--- config.mk ---
export PLATFORM = sky130hd
export DESIGN_NAME = prog_loader_flat
export DESIGN_NICKNAME = d
export VERILOG_FILES = /design/src/rtl/prog_loader_if.sv /design/src/rtl/prog_loader.sv /design/src/flat_wrapper.sv
export SDC_FILE = /design/constraint.sdc
export NUM_CORES = 1
export LEC_CHECK = 0
export BUFFER_PORTS_ARGS = -buffer_cell sky130_fd_sc_hd__buf_2
export CAP_MARGIN = 20
export CORE_MARGIN = 4
export CORE_UTILIZATION = 50
export DETAILED_ROUTE_END_ITERATION = 10
export HOLD_SLACK_MARGIN = 0.06
export PLACE_DENSITY_LB_ADDON = 0.25
export SLEW_MARGIN = 20
export SYNTH_ARGS = -nofsm -noshare
export SYNTH_HDL_FRONTEND = slang
export SYNTH_SLANG_ARGS = --single-unit
--- constraint.sdc ---
create_clock -name clk -period 3 [get_ports clk]
set_input_delay 0.15 -clock clk [delete_from_list [all_inputs] [get_ports clk]]
set_output_delay 0.15 -clock clk [all_outputs]
set_load 0.05 [all_outputs]
--- src/rtl/prog_loader_if.sv ---
// Byte-stream / RAM-write bundle for prog_loader.
//   rx_data, rx_valid : byte stream from the source (UART receiver, debug bridge)
//   rx_ready          : loader accepts the offered byte this cycle
//   mem_addr          : RAM write address (ADDR_W bits)
//   mem_wdata         : RAM write data (16 bits)
//   mem_we            : RAM write strobe
// Modport master is the loader side; modport slave is the source/RAM side.
interface prog_loader_if #(
  parameter int unsigned ADDR_W = 10
);
  logic [7:0]        rx_data;
  logic              rx_valid;
  logic              rx_ready;
  logic [ADDR_W-1:0] mem_addr;
  logic [15:0]       mem_wdata;
  logic              mem_we;

  modport master (
    input  rx_data,
    input  rx_valid,
    output rx_ready,
    output mem_addr,
    output mem_wdata,
    output mem_we
  );

  modport slave (
    output rx_data,
    output rx_valid,
    input  rx_ready,
    input  mem_addr,
    input  mem_wdata,
    input  mem_we
  );
endinterface

--- src/rtl/prog_loader.sv ---
// Boot-time program loader. Receives a byte stream LEN_HI, LEN_LO, N big-endian words
// (and a trailing XOR checksum byte when LOADER_CHECKSUM_EN is defined), writes the words to
// RAM at BASE_ADDR+index (wrapping modulo 2^ADDR_W) and releases the CPU via cpu_run once the
// image is complete.
// Ports:
//   clk          : system clock, rising edge
//   reset        : asynchronous active-low reset
//   start        : single-cycle pulse that begins a load (ignored while busy)
//   bus          : prog_loader_if.master (byte stream in, RAM write port out)
//   cpu_run      : high releases the CPU from reset (DONE only)
//   busy         : load in progress
//   done         : image loaded successfully
//   error        : load aborted (oversize length or checksum mismatch)
//   words_loaded : words written in the current load
// Optional feature macro: LOADER_CHECKSUM_EN adds the CHECK state and trailing CHK byte.
module prog_loader #(
  parameter int unsigned ADDR_W    = 10,
  parameter int unsigned BASE_ADDR = 0
) (
  input  logic          clk,
  input  logic          reset,
  input  logic          start,
  prog_loader_if.master bus,
  output logic          cpu_run,
  output logic          busy,
  output logic          done,
  output logic          error,
  output logic [15:0]   words_loaded
);

  localparam int unsigned       MaxWords = 2 ** ADDR_W;
  localparam logic [ADDR_W-1:0] BaseAddr = ADDR_W'(BASE_ADDR);

  typedef enum logic [3:0] {
    StIdle,
    StLenHi,
    StLenLo,
    StDataHi,
    StDataLo,
    StWrite,
`ifdef LOADER_CHECKSUM_EN
    StCheck,
`endif
    StDone,
    StError
  } state_e;

  state_e            state_q, state_d;
  logic [15:0]       len_q, len_d;
  logic [7:0]        hi_q, hi_d;
  logic [15:0]       index_q, index_d;
  logic [ADDR_W-1:0] mem_addr_q, mem_addr_d;
  logic [15:0]       mem_wdata_q, mem_wdata_d;
  logic              mem_we_q, mem_we_d;
  logic              rx_ready;
  logic [15:0]       len_full;
`ifdef LOADER_CHECKSUM_EN
  logic [7:0]        chk_q, chk_d;
`endif

  // Length as it will be once the LEN_LO byte currently on the bus is taken.
  assign len_full = {len_q[15:8], bus.rx_data};

  always_comb begin
    state_d     = state_q;
    len_d       = len_q;
    hi_d        = hi_q;
    index_d     = index_q;
    mem_addr_d  = mem_addr_q;
    mem_wdata_d = mem_wdata_q;
    mem_we_d    = 1'b0;
    rx_ready    = 1'b0;
`ifdef LOADER_CHECKSUM_EN
    chk_d       = chk_q;
`endif
    unique case (state_q)
      StIdle, StDone, StError: begin
        if (start) begin
          state_d = StLenHi;
          index_d = '0;
`ifdef LOADER_CHECKSUM_EN
          chk_d   = '0;
`endif
        end
      end
      StLenHi: begin
        rx_ready = 1'b1;
        if (bus.rx_valid) begin
          len_d   = {bus.rx_data, 8'h00};
          state_d = StLenLo;
        end
      end
      StLenLo: begin
        rx_ready = 1'b1;
        if (bus.rx_valid) begin
          len_d = len_full;
          if ({16'd0, len_full} > MaxWords) begin
            state_d = StError;
          end else if (len_full == 16'd0) begin
`ifdef LOADER_CHECKSUM_EN
            state_d = StCheck;
`else
            state_d = StDone;
`endif
          end else begin
            state_d = StDataHi;
          end
        end
      end
      StDataHi: begin
        rx_ready = 1'b1;
        if (bus.rx_valid) begin
          hi_d    = bus.rx_data;
          state_d = StDataLo;
`ifdef LOADER_CHECKSUM_EN
          chk_d   = chk_q ^ bus.rx_data;
`endif
        end
      end
      StDataLo: begin
        rx_ready = 1'b1;
        if (bus.rx_valid) begin
          // Write port is registered: the strobe is high during the following WRITE cycle.
          mem_we_d    = 1'b1;
          mem_addr_d  = BaseAddr + ADDR_W'(index_q);
          mem_wdata_d = {hi_q, bus.rx_data};
          state_d     = StWrite;
`ifdef LOADER_CHECKSUM_EN
          chk_d       = chk_q ^ bus.rx_data;
`endif
        end
      end
      StWrite: begin
        index_d = index_q + 16'd1;
        if (index_d < len_q) begin
          state_d = StDataHi;
        end else begin
`ifdef LOADER_CHECKSUM_EN
          state_d = StCheck;
`else
          state_d = StDone;
`endif
        end
      end
`ifdef LOADER_CHECKSUM_EN
      StCheck: begin
        rx_ready = 1'b1;
        if (bus.rx_valid) begin
          state_d = (bus.rx_data == chk_q) ? StDone : StError;
        end
      end
`endif
      default: state_d = StIdle;
    endcase
  end

  always_ff @(posedge clk or negedge reset) begin
    if (!reset) begin
      state_q     <= StIdle;
      len_q       <= '0;
      hi_q        <= '0;
      index_q     <= '0;
      mem_addr_q  <= '0;
      mem_wdata_q <= '0;
      mem_we_q    <= 1'b0;
`ifdef LOADER_CHECKSUM_EN
      chk_q       <= '0;
`endif
    end else begin
      state_q     <= state_d;
      len_q       <= len_d;
      hi_q        <= hi_d;
      index_q     <= index_d;
      mem_addr_q  <= mem_addr_d;
      mem_wdata_q <= mem_wdata_d;
      mem_we_q    <= mem_we_d;
`ifdef LOADER_CHECKSUM_EN
      chk_q       <= chk_d;
`endif
    end
  end

  assign bus.rx_ready  = rx_ready;
  assign bus.mem_addr  = mem_addr_q;
  assign bus.mem_wdata = mem_wdata_q;
  assign bus.mem_we    = mem_we_q;

  assign cpu_run      = (state_q == StDone);
  assign done         = (state_q == StDone);
  assign error        = (state_q == StError);
  assign busy         = !(state_q inside {StIdle, StDone, StError});
  // The write index counts exactly the WRITE cycles of the current load.
  assign words_loaded = index_q;

endmodule

--- src/flat_wrapper.sv ---
// flat-port wrapper written by rule: the top's interface ports become plain ports
module prog_loader_flat 
#(
  parameter int unsigned ADDR_W    = 10,
  parameter int unsigned BASE_ADDR = 0
)
  (clk, reset, start, cpu_run, busy, done, error, words_loaded, bus_rx_data, bus_rx_valid, bus_rx_ready, bus_mem_addr, bus_mem_wdata, bus_mem_we);
  prog_loader_if #(.ADDR_W(ADDR_W)) bus_i ();
  input  logic clk;
  input  logic reset;
  input  logic start;
  output logic cpu_run;
  output logic busy;
  output logic done;
  output logic error;
  output logic [15:0] words_loaded;
  input wire logic [$bits(bus_i.rx_data)-1:0] bus_rx_data;
  input wire logic [$bits(bus_i.rx_valid)-1:0] bus_rx_valid;
  output wire logic [$bits(bus_i.rx_ready)-1:0] bus_rx_ready;
  output wire logic [$bits(bus_i.mem_addr)-1:0] bus_mem_addr;
  output wire logic [$bits(bus_i.mem_wdata)-1:0] bus_mem_wdata;
  output wire logic [$bits(bus_i.mem_we)-1:0] bus_mem_we;
  assign bus_i.rx_data = bus_rx_data;
  assign bus_i.rx_valid = bus_rx_valid;
  assign bus_rx_ready = bus_i.rx_ready;
  assign bus_mem_addr = bus_i.mem_addr;
  assign bus_mem_wdata = bus_i.mem_wdata;
  assign bus_mem_we = bus_i.mem_we;
  prog_loader #(.ADDR_W(ADDR_W), .BASE_ADDR(BASE_ADDR)) u_core (.clk(clk), .reset(reset), .start(start), .bus(bus_i), .cpu_run(cpu_run), .busy(busy), .done(done), .error(error), .words_loaded(words_loaded));
endmodule
Word-level counts from Yosys, hierarchy flattened
Cells that the tools add are included.
{"block": "totals", "ff_bits": 71, "input_bits": 12, "output_inout_bits": 48, "elab_cells": 55}
{"block": "classes", "add_sub_neg": 1, "n_lt_le_gt_ge": 2, "n_eq_ne": 12, "mux": 17, "n_bitwise": 1, "reduce_logical": 14}
{"operator": "16-bit one-hot mux with 2 select lines", "n": 2}
{"operator": "16-bit two-way mux", "n": 2}
{"operator": "4-bit two-way mux", "n": 6}
{"operator": "4-bit one-hot mux with 6 select lines", "n": 1}
{"operator": "16-bit by 1-bit adder with 16-bit output (second input constant)", "n": 1}
{"operator": "4-bit by 3-bit equality test with 1-bit output (second input constant)", "n": 4}
{"operator": "16-bit by 11-bit greater-than comparator with 1-bit output (second input constant)", "n": 1}
{"operator": "16-bit zero test", "n": 1}
{"operator": "16-bit less-than comparator", "n": 1}
{"operator": "2-bit != test (second input constant)", "n": 5}
{"operator": "4-bit by 2-bit equality test with 1-bit output (second input constant)", "n": 2}
{"operator": "8-bit two-way mux", "n": 1}
{"operator": "3-bit two-way mux", "n": 2}
{"operator": "2-bit AND reduction", "n": 3}
{"operator": "3-bit AND reduction", "n": 2}
{"operator": "5-bit AND reduction", "n": 1}
{"operator": "4-bit by 1-bit equality test with 1-bit output (second input constant)", "n": 1}
{"operator": "4-bit zero test", "n": 1}
{"operator": "2-bit nonzero test", "n": 2}
{"operator": "4-bit OR reduction", "n": 1}
{"operator": "1-bit two-way mux", "n": 3}
{"operator": "3-bit nonzero test", "n": 1}
{"operator": "3-bit OR reduction", "n": 1}
{"operator": "1-bit zero test", "n": 1}
{"operator": "1-bit NOT", "n": 1}

Longest topological paths before layout
Gate-level depths: netlist of run 1.
{"block": "logic_depth", "word_depth": 5, "ltp_mapped": 11, "ltp_nobuf": 11}

Worst setup path after synthesis of run 1
Ideal clock, no wire load.
{"block": "synth_path", "path_type": "register -> register", "start": "register u_core.index_q[6] (netlist: u_core.words_loaded[6])", "end": "register u_core.state_q[2]", "setup_ps": 124, "arrival_time_ps": 2822, "required_time_ps": 2876, "slack_ps": 54, "path_stages_with_launch": 12, "period_less_slack_ps": 2946, "path_cell_list": "dfrtp_1 -> buf_2 -> nand3_2 -> nor4_4 -> nand3_1 -> xnor2_1 -> ha_1 -> a21oi_1 -> o21ai_0 -> a21oi_1 -> nand3_1 -> a211o_1"}
{"block": "synth_between", "elab_chain_len": 4}
{"item": "from (decl)", "line": "prog_loader.sv:51", "text": "logic [15:0] index_q, index_d;"}
{"item": "from (signal assigned)", "line": "prog_loader.sv:173", "text": "index_q <= index_d;"}
{"item": "16-bit by 1-bit adder with 16-bit output", "line": "prog_loader.sv:134", "text": "index_d = index_q + 16'd1;"}
{"item": "16-bit less-than comparator", "line": "prog_loader.sv:135", "text": "if (index_d < len_q) begin"}
{"item": "3-bit two-way mux", "line": "prog_loader.sv:135"}
{"item": "4-bit one-hot mux with 6 select lines", "line": "prog_loader.sv:76", "text": "unique case (state_q)"}
{"item": "to (signal assigned)", "line": "prog_loader.sv:159", "text": "state_q <= StIdle;"}
{"item": "to (signal assigned)", "line": "prog_loader.sv:170", "text": "state_q <= state_d;"}
{"item": "to (decl)", "line": "prog_loader.sv:48", "text": "state_e state_q, state_d;"}
No other way between the ends.
A chain may end at the register's enable or synchronous reset.

Worst setup path after layout of run 1
Ends and elaborated chain as after synthesis.

==> flow_summary.json, run 1 <==
{
  "drv_cap": 0,
  "final_util": 0.604,
  "drt_iter0_markers": 133,
  "min_period_ns": 2.68,
  "dp_cells": 474,
  "htreeDepth": 3,
  "worstHoldPathCells": 3,
  "final.setup_skew_ns": 0.0161,
  "clkLatencyLatePin_ns": 0.35,
  "pre_cts_slack_ns": 0.331,
  "grt_max_degree": 71,
  "hpwlAfterDp_mm": 5.40,
  "antenna_found_initial": 0,
  "p_total_mw": 4.21,
  "reg2reg_slack_ns": 0.32,
  "grt_pass1_wl_mm": 13.0,
  "finalHoldViolations": 0,
  "die_w_um": 92.3,
  "finalSetupViolCount": 0,
  "dieArea_um2": 8510,
  "seq_area_frac_synth": 0.493,
  "ir_worst_vdd_uv": 539,
  "slew_headroom": 0.428,
  "vias": 2742,
  "cts_tree": "yes",
  "finalMaxSlewViolations": 0,
  "dr.pass1.iters": 4,
  "max_freq_mhz": 373,
  "cts_resized": 0,
  "post-route-drc-count": 0,
  "fin_area_um2": 4130,
  "worstHoldEndpoint": "u_core.len_q[12]$_DFFE_PN0P_",
  "fin_nets": 418,
  "worstPathMaxFanout": 10,
  "rr_startpoint": "u_core.words_loaded[6]$_DFFE_PN0P_",
  "rsz0062_at_grt": "no",
  "tns_ns": 0,
  "syn2layout_area_growth_pct": 16.2,
  "regToRegEndpoint": "u_core.state_q[2]$_DFFE_PN0P_",
  "crit_required_ns": 3.24,
  "grt_overflow": 0,
  "wl_per_cell_um": 15.8,
  "synthCells": 329,
  "cts.clk_slew.worst_paths_ns": 0.08,
  "worstSetupStartpoint": "u_core.words_loaded[6]$_DFFE_PN0P_",
  "status": "complete, no violations",
  "ys_ff_latch": 70,
  "placement.io_buffers": 59,
  "endpoint_kind": "register",
  "clockRootBuffer": "clkbuf_8",
  "fp-row-count": 30,
  "crit_path_start_kind": "register",
  "avgViaCountPerCell": 5.58,
  "r2r_cells": 11,
  "worst_pin_slew_ns": 0.859,
  "hp-class": "primary input to register",
  "clockBufferDepth": 2,
  "hold_slack_ns": 0.0922,
  "grt_use_total": 0.194,
  "ant_nets": 0,
  "worst-setup-path-type": "register to register",
  "core_um2": 6830,
  "p_per_area_nw_per_um2": 1020,
  "finalWorstSetupSlack_ns": 0.323,
  "yosys_warnings": 0,
  "antenna_cells": 0,
  "syn-num-nets": 357,
  "layout-drive-gt1-share": 0.309,
  "clock-sinks": 70,
  "cts_hold_buffers": 1,
  "placed_area_um2": 3930,
  "numCtsBuffers": 9,
  "syn_area_um2": 3550,
  "fin_crit_sh": 0.892,
  "yosysUniqueCellTypes": 40,
  "final_cell_count_no_fill": 491,
  "wirelength_mm": 7.76,
  "leakagePower_nw": 2.06,
  "synth.avg_cell_area_um2": 10.8,
  "hp-start": "bus_rx_data[4]",
  "io_pins": 60,
  "post-cts-setup-buffers": 0,
  "gp_congestion": 0.774,
  "start_util": 0.520,
  "fp.dieH_um": 92.3,
  "crit_arrival_ns": 2.91,
  "first_global_vias": 2683
}
state kept, by name, summed over array words and instances, names as in the netlist:
| name | flops |
|---|---|
| u_core.bus.mem_wdata | 16 |
| u_core.len_q | 16 |
| u_core.words_loaded | 16 |
| u_core.bus.mem_addr | 10 |
| u_core.hi_q | 8 |
| u_core.state_q | 3 |
| u_core.bus.mem_we | 1 |
where the power goes:
group          internal [mW]  switching, mW  total [mW]  leakage [nW]
registers               1.29          0.276        1.56         0.895
clock network          0.327          0.376       0.702        0.0930
logic                  0.655           1.29        1.95          1.07
cell families (layout without fill, tap and decap cells):
logic type | Yosys count | count (layout) | share of synthesized area
AOI/OAI and AO/OA | 82 | 82 | 0.153
and+or+nand+nor | 75 | 75 | 0.105
DFF | 70 | 70 | 0.493
muxes | 35 | 35 | 0.111
buffers and inverters | 35 | 101 | 0.0419
adders and majority gates | 16 | 16 | 0.0564
xor gates and xnor gates | 16 | 16 | 0.0395
cells in the final DEF, fill, tap and decap left out, types with 2 or more instances in the layout:
| cell | netlist | layout |
|---|---|---|
| a21boi_0 | 2 | 2 |
| a21oi_1 | 13 | 13 |
| a22o_1 | 20 | 20 |
| a31oi_1 | 5 | 5 |
| and3_1 | 2 | 2 |
| buf_2 | 5 | 59 |
| buf_4 | 3 | 6 |
| clkbuf_8 | 0 | 10 |
| clkinv_2 | 0 | 2 |
| dfrtp_1 | 70 | 70 |
| ha_1 | 16 | 16 |
| inv_1 | 18 | 18 |
| inv_6 | 0 | 2 |
| mux2_2 | 35 | 35 |
| nand2_1 | 30 | 30 |
| nand3_1 | 11 | 11 |
| nand4_1 | 3 | 3 |
| nor2_1 | 13 | 13 |
| nor2b_1 | 2 | 2 |
| nor3_1 | 4 | 4 |
| nor4_1 | 2 | 2 |
| o21ai_0 | 28 | 28 |
| o31ai_1 | 7 | 7 |
| xnor2_1 | 13 | 13 |
| xor2_1 | 3 | 3 |
cells in the mapped netlist (all sizes together):
cell type	count	area [um2]
o2111ai	1	8.76
o21ai	28	140
o22ai	1	6.26
o31ai	7	52.6
and4	1	8.76
a2111o	1	11.3
and3	2	12.5
nor2b	2	12.5
a21oi	14	73.8
nand3	12	65.1
nand2b	1	6.26
a211o	1	8.76
dfrtp	70	1750
o41a	1	11.3
nor3	5	36.3
inv	19	71.3
nor2	13	48.8
or3	1	6.26
and2	1	6.26
nor4	3	33.8
mux2	35	394
a31oi	5	31.3
or2	1	6.26
nand4	3	18.8
ha	16	200
o21a	1	7.51
nand2	30	113
clkbuf	6	22.5
xnor2	13	114
a21boi	2	15.0
buf	10	55.1
xor2	3	26.3
a22o	20	175
worst max-delay path, stage by stage (launching register included):
cell	delay (ns)
dfrtp_1	0.52
nand3_2	0.17
nor4_4	0.28
buf_4	0.20
nand3_1	0.13
xnor2_1	0.15
ha_1	0.31
a21oi_1	0.15
o21ai_0	0.12
a21oi_1	0.13
nand3_1	0.11
a211o_1	0.30
worst max path at each step:
stage,slack [ns],to
3_3_place_gp,0.39,u_core.state_q[2]$_DFFE_PN0P_
2_1_floorplan,0.05,u_core.state_q[2]$_DFFE_PN0P_
6_report,0.32,u_core.state_q[2]$_DFFE_PN0P_
3_5_place_dp,0.33,u_core.state_q[0]$_DFFE_PN0P_
4_1_cts,0.32,u_core.state_q[0]$_DFFE_PN0P_
5_1_grt,0.08,u_core.state_q[0]$_DFFE_PN0P_
layer usage:
layer | share of wire | global-route usage | wire length, um
met1 | 0.43 | 0.249 | 3370
met2 | 0.50 | 0.321 | 3870
met5 | 0 | 0 | 0
met4 | 0.014 | 0.0668 | 112
met3 | 0.052 | 0.0476 | 402
layout make-up:
type	instances	area, um2
Tap cell	96	120
Fill cell	607	2710
Sequential cell	70	1750
Clock buffer	10	138
Multi-Input combinational cell	224	1650
Inverter	19	71.3
Timing Repair Buffer	66	350
Clock inverter	6	43.8
(Power assumes the default switching activity.)
==> run 2, diff against run 1 <==
--- a/config.mk
+++ b/config.mk
@@ -8,9 +8,9 @@
 export BUFFER_PORTS_ARGS = -buffer_cell sky130_fd_sc_hd__buf_2
 export CAP_MARGIN = 20
-export CORE_MARGIN = 4
+export CORE_MARGIN = 3
 export CORE_UTILIZATION = 50
 export DETAILED_ROUTE_END_ITERATION = 10
 export HOLD_SLACK_MARGIN = 0.06
-export PLACE_DENSITY_LB_ADDON = 0.25
+export PLACE_DENSITY = 0.81
 export SLEW_MARGIN = 20
 export SYNTH_ARGS = -nofsm -noshare
==> constraint.sdc (replaced) <==
create_clock -name clk -period 3 [get_ports clk]
set_input_delay 0.15 -clock clk [delete_from_list [all_inputs] [get_ports clk]]
set_output_delay 0.15 -clock clk [all_outputs]
set_load 0.01 [all_outputs]
==> run 2 against run 1 <==
Flip-flop and latch count stayed put. Combinational power shrank 29%. Critical path depth fell by 1. Utilization is 0.11 points higher. Via count up 0.44%. Wire length grew 4.1%. Setup slack got worse by 0.093 ns. Non-clock buffer count is the same. Die area shrank 4.3%. Clock power rose by 6.4%. First-iteration DRC count increased by 110%. Final area rose by 0.18%. Highest routed layer unchanged.
==> flow_summary.json, run 2 (synthesis results as in run 1) <==
{
  "status": "complete, no violations",
  "slew_headroom": 0.530,
  "worstPathMaxFanout": 9,
  "ir_worst_vdd_uv": 464,
  "clockBufferDepth": 2,
  "layout_common_cells": "dfrtp_1, buf_2, mux2_2, nand2_1, o21ai_0",
  "gp_congestion": 0.878,
  "start_util": 0.520,
  "ant_nets": 0,
  "htreeDepth": 3,
  "crit_path_start_kind": "register",
  "fin_area_um2": 4130,
  "wirelength_mm": 8.08,
  "syn2layout_area_growth_pct": 16.4,
  "finalMaxSlewViolations": 0,
  "finalHoldViolations": 0,
  "post-route-drc-count": 0,
  "p_total_mw": 3.70,
  "pwr-share-comb": 0.374,
  "hp-start": "bus_rx_data[0]",
  "grt_max_degree": 28,
  "wl_per_cell_um": 16.5,
  "placed_area_um2": 3930,
  "drv_cap": 0,
  "io_pins": 60,
  "layout-drive-gt1-share": 0.305,
  "max_freq_mhz": 361,
  "dieArea_um2": 8150,
  "vias": 2754,
  "crit_arrival_ns": 3.01,
  "numCtsBuffers": 9,
  "core_um2": 6830,
  "antenna_cells": 0,
  "clock-sinks": 70,
  "worst-setup-path-type": "register to register",
  "endpoint_kind": "register",
  "fin_crit_sh": 0.923,
  "hpwlAfterDp_mm": 5.79,
  "tns_ns": 0,
  "die_w_um": 90.3,
  "seqPwrFrac": 0.424,
  "finalSetupViolCount": 0,
  "leakagePower_nw": 2.06,
  "rr_startpoint": "u_core.words_loaded[2]$_DFFE_PN0P_",
  "grt_overflow": 0,
  "internal_power_mw": 2.35,
  "final_util": 0.605,
  "dr.pass1.iters": 5,
  "clockRootBuffer": "clkbuf_8",
  "worst_pin_slew_ns": 0.705,
  "cts.clk_slew.worst_paths_ns": 0.08,
  "p_clk_frac": 0.202,
  "fp.dieH_um": 90.3,
  "drt_iter0_markers": 277,
  "fillers": 600,
  "worstSetupStartpoint": "u_core.words_loaded[2]$_DFFE_PN0P_",
  "final_common_cell": "dfrtp_1",
  "post-cts-setup-buffers": 0,
  "min_period_ns": 2.77,
  "grt_use_total": 0.208,
  "final.setup_skew_ns": 0.0115,
  "cts_tree": "yes",
  "placement.io_buffers": 59,
  "avgViaCountPerCell": 5.62,
  "p_per_area_nw_per_um2": 895,
  "rsz0062_at_grt": "no",
  "grt_pass1_wl_mm": 13.5,
  "first_global_vias": 2726,
  "switching_share": 0.365,
  "switchingPower_mw": 1.35,
  "antenna_found_initial": 0,
  "fp-row-count": 30,
  "crit_required_ns": 3.24,
  "clkLatencyLatePin_ns": 0.35,
  "hp-class": "primary input to register",
  "fin_nets": 418
}
==> run 2: layout make-up <==
type	instances	area [um2]	area share
clock buffers	11	141	0.0342
multi-input cells	224	1650	0.399
clock inverters	4	47.5	0.0115
inverters	19	71.3	0.0173
flip-flops and latches	70	1750	0.424
repair buffers	66	350	0.0848
well taps	96	120	0.0291
==> run 2: per-layer routing <==
metal / wire [um] / GRT usage / vias up
met5: 0 / 0 / -
met4: 167 / 0.0778 / 0
met3: 602 / 0.0550 / 17
met2: 3930 / 0.337 / 119
met1: 3380 / 0.269 / 1319
li1: - / - / 1299
==> run 2: worst paths after layout <==
kind                       depth (start not counted)                                   end  slack (ns)
max                                               10         u_core.state_q[2]$_DFFE_PN0P_        0.23
min                                                3           u_core.len_q[8]$_DFFE_PN0P_        0.11
max reg2reg                                       10         u_core.state_q[2]$_DFFE_PN0P_        0.23
min reg2reg                                        1  u_core.bus.mem_wdata[10]$_DFFE_PN0P_        0.50
max in group asynchronous                          3   u_core.bus.mem_wdata[6]$_DFFE_PN0P_        1.94
min in group asynchronous                          2   u_core.words_loaded[15]$_DFFE_PN0P_        0.31
==> run 2: stage by stage <==
stage / instances / worst slack, ns / hold slack (ns)
2_1_floorplan: 329 / 0.413 / -0.146
3_3_place_gp: 474 / 0.357 / 0.152
3_5_place_dp: 474 / 0.239 / 0.163
4_1_cts: 490 / 0.234 / 0.0923
5_1_grt: 490 / 0.00125 / 0.122
6_report: 490 / 0.230 / 0.105
==> run 2: power groups by stage <==
stage / clock, mW / sequential [mW] / combinational, mW
floorplan: 0 / 1.54 / 0.946
global placement: 0 / 1.56 / 1.33
detailed placement: 0 / 1.58 / 1.37
CTS: 0.757 / 1.56 / 1.39
global route: 0.801 / 1.62 / 1.53
finish: 0.747 / 1.57 / 1.38
==> run 2: what timing repair did <==
item | CTS | global route
resized for setup | 0 | 0
hold buffers | 1 | 0
hold endpoints to repair | 22 | 0
setup endpoints to repair | 0 | 1
==> run 2: worst max-delay path: stages, from the launching register on <==
cell,delay [ns]
dfrtp_1,0.48
nand3_1,0.19
nor4_4,0.53
nand3_1,0.20
xnor2_1,0.17
ha_1,0.31
a21oi_1,0.15
o21ai_0,0.10
a21oi_1,0.12
nand3_1,0.11
a211o_1,0.30
==> run 3, diff against run 2 <==
- CORE_UTILIZATION: 50 -> 45
- PLACE_DENSITY: 0.81 -> 0.75
==> run 3 against run 2 <==
Power rose by 1.3%. Final area rose by 1.4%. Final cell count rose by 1.0%. Register-to-register slack improved by 0.12 ns. Sequential share of layout area fell by 0.57 points. Utilization fell by 4.2 points. Hold slack got worse by 0.014 ns. Critical path depth rose by 1. Maximum frequency rose by 4.4%. Non-clock buffer count rose by 1. Clock power rose by 5.2%.
==> flow_summary.json, run 3 (synthesis results as in run 1) <==
{
  "grt_use_total": 0.191,
  "ant_nets": 0,
  "final.setup_skew_ns": 0.00667,
  "syn2layout_area_growth_pct": 18.0,
  "slew_headroom": 0.449,
  "worstSetupStartpoint": "u_core.words_loaded[1]$_DFFE_PN0P_",
  "hp-class": "primary input to register",
  "vias": 2721,
  "endpoint_kind": "register",
  "pwr-share-comb": 0.379,
  "worst_pin_slew_ns": 0.827,
  "multiInputGateArea_um2": 1660,
  "hold_slack_ns": 0.0911,
  "min_period_ns": 2.65,
  "ir_worst_vdd_uv": 367,
  "hpwlAfterDp_mm": 5.82,
  "drt_iter0_markers": 199,
  "gp_congestion": 0.873,
  "grt_max_degree": 37,
  "layout_common_cells": "dfrtp_1, buf_2, mux2_2, nand2_1, o21ai_0",
  "critPathSlowestCell": "dfrtp_1",
  "rsz0062_at_grt": "no",
  "final_common_cell": "dfrtp_1",
  "critPathMaxStageDelay_ns": 0.45,
  "fp.dieH_um": 94.8,
  "p_clk_frac": 0.210,
  "clkLatencyLatePin_ns": 0.35,
  "finalHoldViolations": 0,
  "cts.clk_slew.worst_paths_ns": 0.08,
  "layout-drive-gt1-share": 0.313,
  "finalSetupViolCount": 0,
  "clock-sinks": 70,
  "crit_path_start_kind": "register",
  "start_util": 0.477,
  "status": "complete, no violations",
  "path_cells": "ha_1, nand3_1, nor3_4, nand4_1, xnor2_1, ha_1, nand4_1, nor3_2, a21oi_1, nand3_1, a211o_1",
  "wl_per_cell_um": 16.1,
  "die_w_um": 94.8,
  "worst-setup-path-type": "register to register",
  "fillers": 649,
  "grt_pass1_wl_mm": 13.4,
  "tns_ns": 0,
  "fp-row-count": 31,
  "switchingPower_mw": 1.40,
  "seqCellArea_um2": 1750,
  "cts_tree": "yes",
  "grt_overflow": 0,
  "io_pins": 60,
  "wirelength_mm": 7.97,
  "finalMaxSlewViolations": 0,
  "dieArea_um2": 8990,
  "post-route-drc-count": 0,
  "first_global_vias": 2704,
  "drv_cap": 0,
  "numCtsBuffers": 9,
  "p_per_area_nw_per_um2": 895,
  "max_freq_mhz": 377,
  "fin_crit_sh": 0.885,
  "leakagePower_nw": 2.07,
  "antenna_cells": 0,
  "rr_startpoint": "u_core.words_loaded[1]$_DFFE_PN0P_",
  "core_um2": 7450,
  "fin_nets": 419,
  "p_total_mw": 3.75,
  "worstPathMaxFanout": 6,
  "avgViaCountPerCell": 5.50,
  "post-cts-setup-buffers": 0,
  "clockBufferDepth": 2,
  "seqPwrFrac": 0.411,
  "placement.io_buffers": 59,
  "dr.pass1.iters": 4,
  "htreeDepth": 3,
  "antenna_found_initial": 0,
  "internal_power_mw": 2.35,
  "crit_required_ns": 3.25,
  "clockRootBuffer": "clkbuf_8",
  "switching_share": 0.373,
  "hp-start": "bus_rx_data[0]",
  "crit_arrival_ns": 2.90
}
## run 3: cell count changes in the layout (fill, tap and decap cells not counted)
cell and change:
inv_6 +3, buf_12 +2, clkinv_2 -2, buf_4 -1, clkbuf_1 -1, clkbuf_8 -1
clkinv_4 +1, clkinvlp_4 +1, nor3_1 -1, nor3_2 +1
## run 3: final cells by class
type,instances,share of cell area
Multi-Input combinational cell,224,0.395
Inverter,19,0.0170
Clock buffer,9,0.0296
Clock inverter,7,0.0191
Timing Repair Buffer,67,0.0914
Sequential cell,70,0.418
Tap cell,99,0.0296
## run 3: routing by layer
| metal | GRT usage | vias to the layer above | share of wire |
|---|---|---|---|
| li1 | - | 1297 | - |
| met1 | 0.254 | 1353 | 0.44 |
| met2 | 0.317 | 60 | 0.51 |
| met3 | 0.0359 | 11 | 0.040 |
| met4 | 0.0565 | 0 | 0.016 |
| met5 | 0 | - | 0 |
## run 3: through the flow
step                      utilization  area (um2)  worst slack (ns)  instances
after floorplan                     -        3550             0.413        329
final                           0.563        4190             0.346        495
after CTS                       0.562        4180             0.258        495
after detailed placement        0.533        3970             0.267        478
after global placement          0.533        3970             0.398        478
after global routing            0.563        4190            0.0702        495
## run 3: worst max-delay path, delay by kind of cell (launching register included)
family,cells,cell delay [ns]
fa+ha+maj,2,0.50
compound gates,2,0.43
flops,1,0.45
simple gates,6,0.99
xor+xnor,1,0.18
## run 3: what timing repair did
| action | CTS | global route |
|---|---|---|
| hold buffers | 1 | 0 |
| endpoints found under the setup margin | 0 | 2 |
| gates resized for setup | 0 | 1 |
| endpoints found under the hold margin | 35 | 0 |
## run 3: worst paths after layout
path                                                            end  slack (ns)  cells after the start
worst max-delay path                  u_core.state_q[2]$_DFFE_PN0P_        0.35                     11
worst min-delay path                    u_core.len_q[8]$_DFFE_PN0P_        0.09                      3
worst max register to register        u_core.state_q[2]$_DFFE_PN0P_        0.35                     11
worst min register to register   u_core.bus.mem_addr[3]$_DFFE_PN0P_        0.50                      1
max in group asynchronous        u_core.words_loaded[6]$_DFFE_PN0P_        1.92                      3
min in group asynchronous       u_core.bus.mem_wdata[4]$_DFFE_PN0P_        0.42                      2
## run 3: power groups by stage
| stage | sequential (mW) | clock (mW) | combinational, mW |
|---|---|---|---|
| after floorplan | 1.54 | 0 | 0.946 |
| after global placement | 1.53 | 0 | 1.36 |
| after detailed placement | 1.55 | 0 | 1.43 |
| after CTS | 1.54 | 0.803 | 1.43 |
| after global routing | 1.59 | 0.842 | 1.58 |
| final | 1.54 | 0.786 | 1.42 |
